`config.mk`:
```
export PLATFORM = sky130hd
export DESIGN_NAME = piso_shift_ctrl
export DESIGN_NICKNAME = d
export VERILOG_FILES = /design/src/rtl/piso_shift_ctrl.sv
export SDC_FILE = /design/constraint.sdc
export NUM_CORES = 1
export LEC_CHECK = 0
export CAP_MARGIN = 5
export CELL_PAD_IN_SITES_DETAIL_PLACEMENT = 0
export CELL_PAD_IN_SITES_GLOBAL_PLACEMENT = 2
export CORE_AREA = 3 3 46 48
export CTS_CLUSTER_DIAMETER = 120
export DETAILED_ROUTE_END_ITERATION = 10
export DIE_AREA = 0 0 49 51
export DONT_BUFFER_PORTS = 1
export HOLD_SLACK_MARGIN = 0.15
export PLACE_DENSITY_LB_ADDON = 0.1
export RECOVER_POWER = 25
export SKIP_LAST_GASP = 1
export SLEW_MARGIN = 30
export SYNTH_ARGS = -nofsm -noshare
export SYNTH_HDL_FRONTEND = slang
export SYNTH_SLANG_ARGS = --single-unit
export TNS_END_PERCENT = 30
```
`constraint.sdc`:
```
create_clock -name clk -period 2.4 [get_ports clk]
set_input_delay 0.24 -clock clk [delete_from_list [all_inputs] [get_ports clk]]
set_output_delay 0.24 -clock clk [all_outputs]
set_load 0.01 [all_outputs]
```
`src/rtl/piso_shift_ctrl.sv`:
```
// Parallel-in serial-out shift register with its load/shift control.
// A WIDTH-bit word is taken on a valid/ready handshake and then streamed out
// one bit per enabled clock, with a LAST marker on the final bit.
//
// Handshake: a word transfers on a rising edge where load_valid & load_ready
// are both high. load_valid may be raised at any time. While load_ready is
// low, load_valid is ignored, so upstream must keep load_valid and pin steady
// until the transfer happens. load_ready is high when IDLE, or when SHIFT is
// consuming its final bit this cycle (cnt == 0 and shift_en), so that
// consecutive words stream out with no gap.
module piso_shift_ctrl #(
  parameter int WIDTH     = 8,
  parameter bit MSB_FIRST = 1'b1
) (
  input  logic             clk,
  input  logic             rst,
  input  logic             load_valid,
  output logic             load_ready,
  input  logic [WIDTH-1:0] pin,
  input  logic             shift_en,
  output logic             sout,
  output logic             sout_valid,
  output logic             last,
  output logic             busy,
  output logic             state_dbg
);

  localparam int CW = $clog2(WIDTH);
  localparam logic [CW-1:0] CNT_MAX = CW'(WIDTH - 1);

  typedef enum logic {
    IDLE  = 1'b0,
    SHIFT = 1'b1
  } state_t;

  state_t           state;
  logic [WIDTH-1:0] sreg;
  logic [WIDTH-1:0] sreg_shifted;
  logic [CW-1:0]    cnt;
  logic             accept;
  logic             out_bit;

  // Next value of each stage when shifting: take the neighbour away from the output end, zero fill.
  always_comb begin
    sreg_shifted = '0;
    if (MSB_FIRST) begin
      sreg_shifted = {sreg[WIDTH-2:0], 1'b0};
    end else begin
      sreg_shifted = {1'b0, sreg[WIDTH-1:1]};
    end
  end

  assign load_ready = (state == IDLE) | ((state == SHIFT) & (cnt == '0) & shift_en);
  assign accept     = load_valid & load_ready;

  // Control FSM, shift register and remaining-bit counter (cnt = bits left minus 1).
  always_ff @(posedge clk or posedge rst) begin
    if (rst) begin
      state <= IDLE;
      sreg  <= '0;
      cnt   <= '0;
    end else begin
      case (state)
        IDLE: begin
          if (accept) begin
            sreg  <= pin;
            cnt   <= CNT_MAX;
            state <= SHIFT;
          end
        end
        SHIFT: begin
          if (shift_en) begin
            if (cnt != '0) begin
              sreg <= sreg_shifted;
              cnt  <= cnt - CW'(1);
            end else if (accept) begin
              sreg <= pin;
              cnt  <= CNT_MAX;
            end else begin
              sreg  <= '0;
              state <= IDLE;
            end
          end
        end
        default: begin
          state <= IDLE;
        end
      endcase
    end
  end

  // Serial outputs are decoded from registers only, so there is no input-to-sout path.
  assign out_bit    = MSB_FIRST ? sreg[WIDTH-1] : sreg[0];
  assign busy       = (state == SHIFT);
  assign sout_valid = busy;
  assign sout       = busy & out_bit;
  assign last       = busy & (cnt == '0);
  assign state_dbg  = busy;

endmodule

```
Word-level counts from Yosys, hierarchy flattened
Index checks and enable logic that the tools add are counted.
{"block": "word_totals", "output_inout_bits": 6, "reg_bits": 12, "in_bits": 12}
{"block": "classes", "n_mux": 13, "reduce_logical": 3, "eq_ne": 2, "addsub": 1, "bitwise_logic": 6}
{"operator": "8-bit two-way mux", "n": 4}
{"operator": "8-bit case mux with 2 select lines", "n": 1}
{"operator": "3-bit two-way mux", "n": 3}
{"operator": "3-bit case mux with 2 select lines", "n": 1}
{"operator": "1-bit AND", "n": 4}
{"operator": "2-bit inequality test, second input constant", "n": 2}
{"operator": "3-bit logical NOT", "n": 1}
{"operator": "1-bit two-way mux", "n": 3}
{"operator": "3-bit nonzero test", "n": 1}
{"operator": "3-bit by 1-bit subtractor with 3-bit output, second input constant", "n": 1}
{"operator": "1-bit case mux with 2 select lines", "n": 1}
{"operator": "2-bit AND reduction", "n": 1}
{"operator": "1-bit NOT", "n": 1}
{"operator": "1-bit bitwise OR", "n": 1}

Depth between registers and ports, before layout
{"block": "depth", "ltp_word": 9, "ltp_mapped": 7}

Least setup slack after synthesis
Ideal clock, no wire load.
{"block": "synth_timing", "path_type": "register -> output", "start": "register cnt[0]", "end": "output load_ready", "n_path_buf": 1, "stages_incl_launch_ff": 7, "arrival_ns": 1.208, "t_required_ns": 2.160, "setup_slack_ns": 0.952, "path_cell_list": "dfrtp_1 -> inv_1 -> ha_1 -> nand2b_1 -> and2_1 -> buf_4 -> nor2_1"}
{"block": "synth_between", "elab_chain_cells": 4}
{"item": "start: declaration", "line": "39", "text": "logic [CW-1:0] cnt;"}
{"item": "start signal: assignment", "line": "75", "text": "cnt <= cnt - CW'(1);"}
{"item": "3-bit logical NOT", "line": "53", "text": "assign load_ready = (state == IDLE) | ((state == SHIFT) & (cnt == '0) & shift_en);"}
{"item": "1-bit AND (2 in a row)", "line": "53"}
{"item": "1-bit bitwise OR", "line": "53"}
{"item": "end: declaration", "line": "18", "text": "output logic load_ready,"}
No other way between the ends.

Final worst setup path
Ends and elaborated chain as after synthesis.

==> results.md <==
### Place
• **global placer's final weighted congestion** 0.6763
• **detailed placement HPWL** 898.5 µm
• **number of input and output port buffers inserted** 0
• **dpl ws** 0.7917 ns

### Outcome
• **run status** completed

### Routing
• **vias after detailed routing** 464
• **routed wire length** 1301 µm
• **routed length per instance** 13.69 µm
• **vias per cell** 4.884
• **DRC violations left** 0
• **number of routed nets with antenna violations** 0
• **count of routing violations after the opening detailed-route iteration** 7
• **Pre-antenna DRT Iters** 2

### Synthesis
• **adder-cell share of the synthesized area** 4.040%
• **share of the synthesized netlist area taken by xor and xnor gates** 0%
• **mean cell area of the mapped netlist** 9.528 µm²
• **total of flip-flops plus latches after synthesis** 12
• **post-synthesis instance area** 619.3 µm²
• **cell count after synthesis** 65
• **mux share of post-synthesis cell area** 2.424%
• **part of the Yosys area used for sequential elements** 48.48%
• **Synth Area in Simple Gates** 13.33%
• **Yosys cell types** 20
• **complex-gate fraction of the synthesized area** 23.84%
• **yosys warns** 0
• **post-synthesis net count** 79
• **largest family of logic cells by synthesized area** compound AO/OA/AOI/OAI gates

### STA
• **Slew @ Worst Pin** 0.4945 ns
• **number of slew-limit violations in the final report** 0
• **final number of hold-violating endpoints** 0
• **worst setup margin** 0.5553 ns
• **worst-case headroom to the max-slew limit** 67.00%
• **TNS Setup** 0 ns
• **maximum clock frequency** 542.1 MHz
• **Layout Skew** 0.003085 ns
• **number of setup violations in the final report** 0
• **RSZ-0062 raised after global routing** false
• **part of the cycle the worst path needs** 76.86%
• **post-layout min period** 1.845 ns

### Setup path
• **crit-path max FO** 12
• **Critical Path Sink Type** primary output
• **r2r worst-path depth** 6
• **Data arrival, critical path** 1.60 ns
• **cell-by-cell listing of the critical path** inv_1, ha_1, nand2b_1, and2_1, nor2_1
• **CP Class** reg -> out
• **minimum setup slack among reg-to-reg paths** 0.81 ns
• **worst reg2reg endpoint** cnt[1]$_DFFE_PP0P_
• **CP peak stage delay** 0.37 ns
• **data required time of the worst path** 2.16 ns
• **cell with the largest stage delay on the worst path** sky130_fd_sc_hd__dfrtp_1
• **Worst setup SP type** flip-flop
• **source of the worst register-to-register timing path** cnt[0]$_DFFE_PP0P_

### Pwr
• **reported leakage power** 0.3248 nW
• **Pwr Density** 939.1 nW/µm²
• **peak ir drop on the vdd network** 0.3605 mV

### Clock network
• **clock tree from TritonCTS** done
• **number of resized instances in the post-cts repair step** 0
• **number of buffers created by CTS** 3
• **largest buffer count on any clock path** 2
• **number of clock sinks seen by CTS** 12
• **H-tree levels** 1
• **buffer cell driving the clock tree root** sky130_fd_sc_hd__clkbuf_4
• **Skew-Pair Late Insertion Delay** 0.27 ns
• **register clock-pin slew on the reported worst setup and hold paths** 0.07 ns

### Min path
• **Hold Crit Endpoint** cnt[0]$_DFFE_PP0P_
• **worst hold path stage count** 2
• **type of the tightest min-delay check** in -> reg
• **start point of the worst hold path** shift_en

### Run
• **max-cap viol count** 0

### Global route
• **Total GRT Usage** 11.64%
• **pin count of the biggest net entering global routing** 17
• **via count of the first global-routing pass** 482
• **global route overflow** 0
• **global-route wire length before repair** 2194 µm
• **initial antenna violation count** 0

### Floorplan
• **Die H** 51 µm
• **die width** 49 µm
• **Initial Utilization** 35.48%
• **Top-Level Pins** 18
• **Die Footprint** 2499 µm²
• **standard cell core area** 1745 µm²
• **Site Rows** 15

### Finish
• **ratio of cells with drive above 1 in the final layout** 11.43%
• **net count reported at finish** 85
• **layout overhead on the synthesized area** 13.74%
• **total inserted antenna cells** 0

## logic make-up (layout without fill, tap and decap cells)
family,count (synthesis),in the layout
compound gates,23,23
flops,12,12
buf+inv,9,14
mux,1,1
simple gates,18,18
fa+ha+maj,2,2
## flip-flops by register name, summed over array words and instances (netlist names)
| signal | count |
|---|---|
| sreg | 8 |
| cnt | 3 |
| busy | 1 |
## cells in the final DEF, fill, tap and decap left out, drive strengths merged
cell type	Yosys	layout
a41oi	1	1
and3	1	1
buf	4	1
ha	2	2
mux2	1	1
and2	2	2
o22ai	1	1
a22oi	7	7
nor2	10	10
or3	1	1
inv	5	5
a32oi	1	1
dfrtp	12	12
nand2b	1	1
nand3	1	1
a21oi	9	9
clkbuf	0	4
nand2	2	2
o21bai	1	1
dlygate4sd3	0	4
o21ai	3	3
## how the worst max path moves through the flow
stage                        from            endpoint  cells after the start
2_1_floorplan  cnt[0]$_DFFE_PP0P_          load_ready                      6
3_3_place_gp   cnt[0]$_DFFE_PP0P_  cnt[1]$_DFFE_PP0P_                      6
3_5_place_dp   cnt[0]$_DFFE_PP0P_  cnt[1]$_DFFE_PP0P_                      6
4_1_cts        cnt[0]$_DFFE_PP0P_          load_ready                      5
5_1_grt        cnt[0]$_DFFE_PP0P_          load_ready                      5
6_report       cnt[0]$_DFFE_PP0P_          load_ready                      5
## metal layers
layer / vias up / part of all wire (%) / global-route usage, %
li1: 237 / - / -
met5: - / 0 / 0
met1: 213 / 45 / 13.59
met4: 0 / 0.92 / 1.422
met3: 2 / 8.6 / 6.997
met2: 12 / 45 / 18.78
## power by group
| group | internal, mW | switching [mW] |
|---|---|---|
| clock | 0.0922 | 0.0697 |
| combinational | 0.0899 | 0.113 |
| sequential | 0.267 | 0.0297 |
| total | 0.449 | 0.213 |
## final cells by class
type                            instances  area, µm²
Tap cell                               25      31.28
Inverter                                5      18.77
Sequential cell                        12      300.3
Clock buffer                            4      36.28
Fill cell                             194       1041
Timing Repair Buffer                    5      47.55
Multi-Input combinational cell         44      270.3
## stage by stage
step | util (%) | power [mW] | hold WS, ns | cell area [µm²] | cells
6_report | 40.36 | 0.6615 | 0.1843 | 704.4 | 95
5_1_grt | 40.36 | 0.7223 | 0.1797 | 704.4 | 95
4_1_cts | 40.36 | 0.6725 | 0.1756 | 704.4 | 95
3_5_place_dp | 35.99 | 0.5013 | 0.1789 | 628.1 | 87
3_3_place_gp | 35.99 | 0.5019 | 0.1789 | 628.1 | 87
2_1_floorplan | - | 0.4698 | 0.1047 | 619.3 | 65
## Yosys cell counts
cell type,count,share of area (%)
sky130_fd_sc_hd__a41oi_1,1,1.4
sky130_fd_sc_hd__o21ai_2,1,1.4
sky130_fd_sc_hd__nand2b_1,1,1.0
sky130_fd_sc_hd__ha_1,2,4.0
sky130_fd_sc_hd__o21bai_1,1,1.2
sky130_fd_sc_hd__mux2_4,1,2.4
sky130_fd_sc_hd__inv_1,5,3.0
sky130_fd_sc_hd__a21oi_1,9,7.3
sky130_fd_sc_hd__nand2_1,2,1.2
sky130_fd_sc_hd__or3_1,1,1.0
sky130_fd_sc_hd__buf_4,4,4.8
sky130_fd_sc_hd__dfrtp_1,12,48
sky130_fd_sc_hd__nand3_1,1,0.81
sky130_fd_sc_hd__and2_1,2,2.0
sky130_fd_sc_hd__and3_2,1,1.2
sky130_fd_sc_hd__nor2_1,10,6.1
sky130_fd_sc_hd__a32oi_1,1,1.4
sky130_fd_sc_hd__o22ai_1,1,1.0
sky130_fd_sc_hd__a22oi_1,7,8.5
sky130_fd_sc_hd__o21ai_0,2,1.6
## what timing repair did
item                      4_1_cts  5_1_grt
hold endpoints to repair       16        0
buffers inserted                0        0
hold buffers                    4        0
## worst max-delay path: cells and delay by family, from the launching register on
family | cells | cell delay (ns)
fa+ha+maj | 1 | 0.20
buf+inv | 1 | 0.10
flops | 1 | 0.37
simple gates | 3 | 0.66
(Power assumes the default switching activity.)
